`src/rtl/range_sensor_poller.sv`:
```
// range_sensor_poller
//
// Sequencer that sits in front of an i2c_master and keeps a range sensor
// polled. After enable it writes the sensor's configuration register once.
// It then repeats a fixed cycle: write the result-register pointer, read two
// bytes, present the distance on sample/sample_valid, and wait for the next
// period. A watchdog flags transactions that never complete.
//
// Optional feature: define RANGE_POLLER_AVG_EN to replace the raw reading with
// a two-point running average. The first reading after reset or re-enable
// always passes through unchanged.
//
// Ports
//   clk             system clock
//   reset_n         asynchronous active-low reset
//   enable          run polling while high
//   i2c_start       one-cycle transaction request to the master
//   i2c_mode        2'b11 two-byte write, 2'b01 one-byte write, 2'b00 two-byte read
//   i2c_slave_addr  constant SLAVE_ADDR
//   i2c_din0/1      first/second byte sent
//   i2c_dout        read data, first received byte in [15:8]
//   i2c_done        transaction complete (pulse or level)
//   sample          latest distance
//   sample_valid    one-cycle strobe when sample updates
//   busy            high whenever the sequencer is not idle
//   timeout_err     sticky watchdog flag
module range_sensor_poller #(
  parameter logic [6:0]  SLAVE_ADDR     = 7'h65,
  parameter logic [7:0]  CFG_REG        = 8'h00,
  parameter logic [7:0]  CFG_VAL        = 8'h01,
  parameter logic [7:0]  RESULT_REG     = 8'h1E,
  parameter int unsigned POLL_CYCLES    = 1_250_000,
  parameter int unsigned TIMEOUT_CYCLES = 250_000
) (
  input  logic        clk,
  input  logic        reset_n,
  input  logic        enable,
  output logic        i2c_start,
  output logic [1:0]  i2c_mode,
  output logic [6:0]  i2c_slave_addr,
  output logic [7:0]  i2c_din0,
  output logic [7:0]  i2c_din1,
  input  logic [15:0] i2c_dout,
  input  logic        i2c_done,
  output logic [15:0] sample,
  output logic        sample_valid,
  output logic        busy,
  output logic        timeout_err
);

  typedef enum logic [2:0] {
    IDLE, CFG_START, CFG_WAIT, POLL_WAIT, PTR_START, PTR_WAIT, RD_START, RD_WAIT
  } state_t;

  localparam int PW = $clog2(POLL_CYCLES + 1);
  localparam int WW = $clog2(TIMEOUT_CYCLES + 1);

  localparam logic [PW-1:0] POLL_LOAD = PW'(POLL_CYCLES - 1);
  localparam logic [PW-1:0] POLL_ONE  = PW'(1);
  localparam logic [WW-1:0] WD_LAST   = WW'(TIMEOUT_CYCLES - 1);

  localparam logic [1:0] MODE_WR2 = 2'b11;
  localparam logic [1:0] MODE_WR1 = 2'b01;
  localparam logic [1:0] MODE_RD2 = 2'b00;

  state_t          state, state_n;
  logic            done_d, done_edge;
  logic [PW-1:0]   period_cnt, period_n;
  logic [WW-1:0]   wd_cnt, wd_n;
  logic            start_n;
  logic [1:0]      mode_n;
  logic [7:0]      din0_n, din1_n;
  logic [15:0]     sample_n, capture_val;
  logic            sv_n, err_n;

  assign i2c_slave_addr = SLAVE_ADDR;
  assign busy           = (state != IDLE);

  // Registered rising edge of done: a level-style done is seen exactly once,
  // and the extra stage gives the two-cycle done-to-sample_valid latency.
  // NOTE: every clocked register uses <= so all flops update from the same
  // pre-edge values regardless of statement order.
  always_ff @(posedge clk or negedge reset_n) begin
    if (!reset_n) begin
      done_d    <= 1'b0;
      done_edge <= 1'b0;
    end else begin
      done_d    <= i2c_done;
      done_edge <= i2c_done & ~done_d;
    end
  end

`ifdef RANGE_POLLER_AVG_EN
  logic        avg_primed;
  logic        capture;
  logic [16:0] avg_sum;

  assign capture     = (state == RD_WAIT) && done_edge && enable;
  assign avg_sum     = {1'b0, sample} + {1'b0, i2c_dout};
  assign capture_val = avg_primed ? avg_sum[16:1] : i2c_dout;

  // Cleared whenever a new run starts, so the first reading is not averaged
  // against a stale value.
  always_ff @(posedge clk or negedge reset_n) begin
    if (!reset_n) begin
      avg_primed <= 1'b0;
    end else if (state == IDLE && enable) begin
      avg_primed <= 1'b0;
    end else if (capture) begin
      avg_primed <= 1'b1;
    end
  end
`else
  assign capture_val = i2c_dout;
`endif

  always_ff @(posedge clk or negedge reset_n) begin
    if (!reset_n) begin
      state        <= IDLE;
      period_cnt   <= '0;
      wd_cnt       <= '0;
      i2c_start    <= 1'b0;
      i2c_mode     <= 2'b00;
      i2c_din0     <= 8'h00;
      i2c_din1     <= 8'h00;
      sample       <= 16'h0000;
      sample_valid <= 1'b0;
      timeout_err  <= 1'b0;
    end else begin
      state        <= state_n;
      period_cnt   <= period_n;
      wd_cnt       <= wd_n;
      i2c_start    <= start_n;
      i2c_mode     <= mode_n;
      i2c_din0     <= din0_n;
      i2c_din1     <= din1_n;
      sample       <= sample_n;
      sample_valid <= sv_n;
      timeout_err  <= err_n;
    end
  end

  always_comb begin
    // NOTE: every output of this block gets a default first, so no path can
    // leave one unassigned and infer a latch.
    state_n  = state;
    start_n  = 1'b0;
    mode_n   = i2c_mode;
    din0_n   = i2c_din0;
    din1_n   = i2c_din1;
    period_n = (period_cnt != '0) ? period_cnt - 1'b1 : period_cnt;
    wd_n     = wd_cnt;
    sample_n = sample;
    sv_n     = 1'b0;
    err_n    = timeout_err;

    case (state)
      IDLE: begin
        period_n = '0;
        if (enable) begin
          state_n = CFG_START;
          err_n   = 1'b0;
        end
      end

      CFG_START: begin
        if (!enable) begin
          state_n = IDLE;
        end else begin
          start_n = 1'b1;
          mode_n  = MODE_WR2;
          din0_n  = CFG_REG;
          din1_n  = CFG_VAL;
          wd_n    = '0;
          state_n = CFG_WAIT;
        end
      end

      PTR_START: begin
        if (!enable) begin
          state_n = IDLE;
        end else begin
          start_n  = 1'b1;
          mode_n   = MODE_WR1;
          din0_n   = RESULT_REG;
          period_n = POLL_LOAD;
          wd_n     = '0;
          state_n  = PTR_WAIT;
        end
      end

      RD_START: begin
        if (!enable) begin
          state_n = IDLE;
        end else begin
          start_n = 1'b1;
          mode_n  = MODE_RD2;
          wd_n    = '0;
          state_n = RD_WAIT;
        end
      end

      // The next pointer write is launched one cycle before the counter
      // would reach zero, so consecutive starts are exactly POLL_CYCLES apart.
      POLL_WAIT: begin
        if (!enable) begin
          state_n = IDLE;
        end else if (period_cnt <= POLL_ONE) begin
          state_n = PTR_START;
        end
      end

      // Done takes priority over the watchdog, so a completion in the same
      // cycle as the timeout is still accepted. A transaction that finishes
      // after enable dropped is discarded.
      CFG_WAIT, PTR_WAIT, RD_WAIT: begin
        if (done_edge) begin
          if (!enable) begin
            state_n = IDLE;
          end else if (state == CFG_WAIT) begin
            state_n = PTR_START;
          end else if (state == PTR_WAIT) begin
            state_n = RD_START;
          end else begin
            sample_n = capture_val;
            sv_n     = 1'b1;
            state_n  = POLL_WAIT;
          end
        end else if (wd_cnt == WD_LAST) begin
          err_n   = 1'b1;
          state_n = enable ? POLL_WAIT : IDLE;
        end else begin
          wd_n = wd_cnt + 1'b1;
        end
      end

      default: state_n = IDLE;
    endcase
  end

endmodule

```
`config.mk`:
```
export PLATFORM = sky130hd
export DESIGN_NAME = range_sensor_poller
export DESIGN_NICKNAME = d
export VERILOG_FILES = /design/src/rtl/range_sensor_poller.sv
export SDC_FILE = /design/constraint.sdc
export NUM_CORES = 1
export LEC_CHECK = 0
export BUFFER_PORTS_ARGS = -buffer_cell sky130_fd_sc_hd__buf_2
export CAP_MARGIN = 20
export CELL_PAD_IN_SITES_DETAIL_PLACEMENT = 1
export CELL_PAD_IN_SITES_GLOBAL_PLACEMENT = 2
export CORE_ASPECT_RATIO = 0.75
export CORE_MARGIN = 2
export CORE_UTILIZATION = 25
export CTS_CLUSTER_DIAMETER = 60
export DETAILED_ROUTE_END_ITERATION = 16
export MAX_ROUTING_LAYER = met4
export PLACE_DENSITY_LB_ADDON = 0.08
export SKIP_CTS_REPAIR_TIMING = 1
export SLEW_MARGIN = 20
export SYNTH_ARGS = -nofsm -noshare
export SYNTH_HDL_FRONTEND = slang
export SYNTH_SLANG_ARGS = --single-unit
export TNS_END_PERCENT = 100
```
`constraint.sdc`:
```
create_clock -name clk -period 5.17 [get_ports clk]
set_input_delay 1.551 -clock clk [delete_from_list [all_inputs] [get_ports clk]]
set_output_delay 1.551 -clock clk [all_outputs]
set_load 0.005 [all_outputs]
```
Yosys cells after proc, flatten, opt, wreduce, memory -nomap -nowiden
Cells that the tools add are included.
W data, S select, Z words.

storage, ports and cells
  output and inout bits = 45
  register bits after elaboration = 74
  input bits = 20
  word-level logic and storage cells = 91

cells by class
  $add $sub $neg = 2
  order comparisons = 1
  bitwise operators = 4
  muxes and demuxes = 38
  reductions and logical operators = 16
  equality and inequality tests = 18

operator list
  cell                     number
  $mux W18                 3
  $mux W21                 2
  $pmux W21 S2             1
  $pmux W18 S2             1
  $mux W3                  10
  $le A21 B1 Y1 const B    1
  $reduce_bool A21 Y1      1
  $sub A21 B1 Y21 const B  1
  $add A18 B1 Y18 const B  1
  $eq A18 B18 Y1 const B   1
  $pmux W3 S6              1
  $mux W8                  2
  $pmux W8 S2              1
  $ne A2 B2 Y1 const B     7
  $eq A3 B3 Y1 const B     4
  $reduce_and A4 Y1        3
  $mux W1                  10
  $mux W2                  5
  $eq A3 B2 Y1 const B     2
  $ne A3 B3 Y1 const B     2
  $pmux W2 S3              1
  $reduce_and A3 Y1        2
  $reduce_bool A2 Y1       3
  $reduce_bool A3 Y1       2
  other kinds (9)          12

Longest topological paths before layout
  depth after elaboration = 6
  depth in mapped cells = 7
  depth with buffers taken out = 6

Worst setup path after synthesis
No wires, ideal clock.

  path type = input-to-reg
  from = input enable
  to = register sample[10]
  data arrival time = 2595 ps
  path buffers = 1
  stages = 5
  slack = 2450 ps
  cells stage by stage = nand2_1 > nor2_1 > nand2_1 > clkbuf_1 > mux2_2

between the ends
  longest elaborated chain between the ends = 1

ends and longest elaborated chain
  element                      RTL line  RTL
  from (decl)                  37        input logic enable,
  $reduce_and A5 Y1 (no line)  n/a
  to (signal assigned)         137       sample <= sample_n;
  to (decl)                    45        output logic [15:0] sample,

Every way passes these cells.
A chain may end at the register's enable or synchronous reset.

Worst setup path in the final report
  from = register state[0]
  to = output busy

between the ends
  longest elaborated chain between the ends = 1

ends and longest elaborated chain
  element                 RTL line  RTL
  from (decl)             66        state_t state, state_n;
  from (signal assigned)  130       state <= state_n;
  $reduce_bool A3 Y1      77        assign busy = (state != IDLE);
  to (decl)               47        output logic busy,

Every way passes these cells.

==> results.json <==
{
  "async_reset_ff_share_pct": 100,
  "grt_pass1_wl_mm": 14.8,
  "dp_cells": 541,
  "max_cap_viol_count": 0,
  "nNetsFinal": 400,
  "cp-end-kind": "output pin",
  "critPathMaxStageDelay_ps": 540,
  "setup_viol": 0,
  "worst_slew_pin_slew_ps": 780,
  "fin_util_pct": 29.7,
  "wl_met1_mm": 4.82,
  "first_pass_iters": 4,
  "slew_headroom_pct": 48.0,
  "core_area_mm2": 0.0136,
  "rsz0062_at_grt": "false",
  "grt_use_total_pct": 13.2,
  "synth_area_per_cell_um2": 10.2,
  "final_min_period_over_clock_period_pct": 57.7,
  "worstPathCellList": "nor3_1 > inv_1 > buf_2",
  "vias_per_cell": 4.64,
  "routed_wl_mm": 8.83,
  "root_buffer": "clkbuf_16",
  "antenna_found_initial": 0,
  "antenna_left": 0,
  "skew_ps": 7.20,
  "io_buffers": 46,
  "finalPower_w": 0.00209,
  "route.met3.wl_um": 512,
  "top_level_ports": 65,
  "arrival_ps": 1430,
  "ys_warn_count": 0,
  "min_period_ps": 2980,
  "grt_overflow": 0,
  "grt_max_degree": 39,
  "cts_tree": "yes",
  "synth_common_cells": "dfrtp_1, nor2_1, buf_4, nand2_1, xor2_1",
  "dieArea_mm2": 0.0147,
  "num_antenna_cells": 0,
  "area_growth_pct": 17.2,
  "maxUsedRoutingLayer": "met4",
  "required_ps": 3620,
  "synth_most_common_cell": "dfrtp_1",
  "final_cells": 555,
  "dominantRegCellSynth": "dfrtp_1",
  "rows": 37,
  "wire_per_inst_um": 15.9,
  "max_freq_mhz": 335,
  "wl_met2_mm": 3.40,
  "numCtsBuffers": 9,
  "synth-seq-cells": 67,
  "critPathLaunchType": "flip-flop",
  "powerDensity_mw_per_mm2": 519,
  "syn-cell-area_mm2": 0.00344,
  "die_x_um": 139,
  "hpwl_mm": 6.07,
  "cts_buffer_depth": 2,
  "ys_seq_area_share_pct": 48.7,
  "crit_path_max_fanout": 16,
  "leakagePower_nw": 1.88,
  "synth_cell_type_count": 51,
  "cp_slowest_cell": "dfrtp_1",
  "hold_viol": 0,
  "status": "finished, final reports clean",
  "cts-htree-levels": 3,
  "maxSlewViolCount": 0,
  "clk_latency_ps": 330,
  "synth_area_leaders": "dfrtp_1, mux2_2, xor2_1",
  "via_count": 2573,
  "grt_pass1_vias": 2662,
  "drc_errors": 0,
  "first_iter_violations": 90,
  "tns_ps": 0,
  "synth_top_area_share_pct": 48.7,
  "die-height_um": 106,
  "synth_edf_count": 0,
  "drive_gt1_share_pct": 23.9,
  "irDropWorstVdd_uv": 158,
  "synth_cells": 336,
  "critPathKind": "flip-flop to output pin",
  "initial_core_util_pct": 25.4,
  "clk_pin_slew_worst_paths_ps": 50,
  "yosys.area.top_type": "dfrtp_1",
  "gp_congestion": 0.708,
  "hold_class": "flip-flop to flip-flop",
  "cts_sinks": 67
}
-- path summary, 6_finish.rpt --
kind                       cells past startpoint  slack, ps                      to                startpoint
max                                            3       2190                    busy      state[0]$_DFFE_PN0P_
min                                            1        400     done_edge$_DFF_PN0_          done_d$_DFF_PN0_
max reg2reg                                    5       2600    state[2]$_DFFE_PN0P_  period_cnt[16]$_DFF_PN0_
min reg2reg                                    1        400     done_edge$_DFF_PN0_          done_d$_DFF_PN0_
max in group asynchronous                      2       2840  wd_cnt[16]$_DFFE_PN0P_                   reset_n
min in group asynchronous                      1       1300   wd_cnt[0]$_DFFE_PN0P_                   reset_n
-- registers in the layout, summed over array words and instances (netlist names), 2 cells and up --
name / cells
i2c_mode: 2
period_cnt: 21
sample: 16
state: 3
wd_cnt: 18
-- metal layers --
layer  track usage, %  up-vias
met3             4.32        8
met5                -        -
met1             19.6     1270
met4             3.68        0
met2             16.8       65
li1                 -     1230
-- cells by family after synthesis --
| kind of cell | Yosys count | share of synthesized area, % |
|---|---|---|
| AOI/OAI and AO/OA | 63 | 12.9 |
| xor gates and xnor gates | 25 | 6.36 |
| adders and majority gates | 3 | 1.09 |
| buffers and inverters | 48 | 7.89 |
| DFF | 67 | 48.7 |
| muxes | 17 | 5.53 |
| other | 2 | 0.218 |
| and+or+nand+nor | 111 | 17.3 |
-- critical path, delay by kind of cell, from the launching register on --
family | cells | cell delay, ps
and+or+nand+nor | 1 | 300
DFF | 1 | 540
buffers and inverters | 2 | 260
-- layout by cell type, fill, tap and decap left out, types with 9 or more instances in the layout --
master	instances
conb_1	18
a21oi_1	18
clkbuf_16	9
inv_1	13
o21ai_0	13
buf_2	46
nand2_1	22
dfrtp_1	67
xor2_1	20
nand3_1	10
nor2_1	34
mux2_2	16
-- stage by stage --
step | worst slack [ps] | area, um^2 | hold WS [ps]
detailed placement | 2080 | 3750 | 394
finish | 2190 | 4030 | 397
global route | 2050 | 4030 | 412
global placement | 2060 | 3750 | 383
CTS | 2150 | 4030 | 404
floorplan | 2450 | 3500 | 378
-- final cells by class --
cell class                      count  area, um^2
Fill cell                        1550        9530
Sequential cell                    67        1680
Multi-Input combinational cell    237        1550
Timing Repair Buffer               49         253
Clock buffer                        9         225
Tap cell                          175         219
Clock inverter                      5        56.3
Inverter                           13        48.8
-- power breakdown --
part / leakage, nW / internal, W / total [W] / switching (W)
Combinational: 0.854 / 0.000276 / 0.000720 / 0.000444
Clock: 0.137 / 0.000367 / 0.000602 / 0.000235
Sequential: 0.891 / 0.000638 / 0.000771 / 0.000134
No activity file was read; power rests on OpenSTA's default activity.
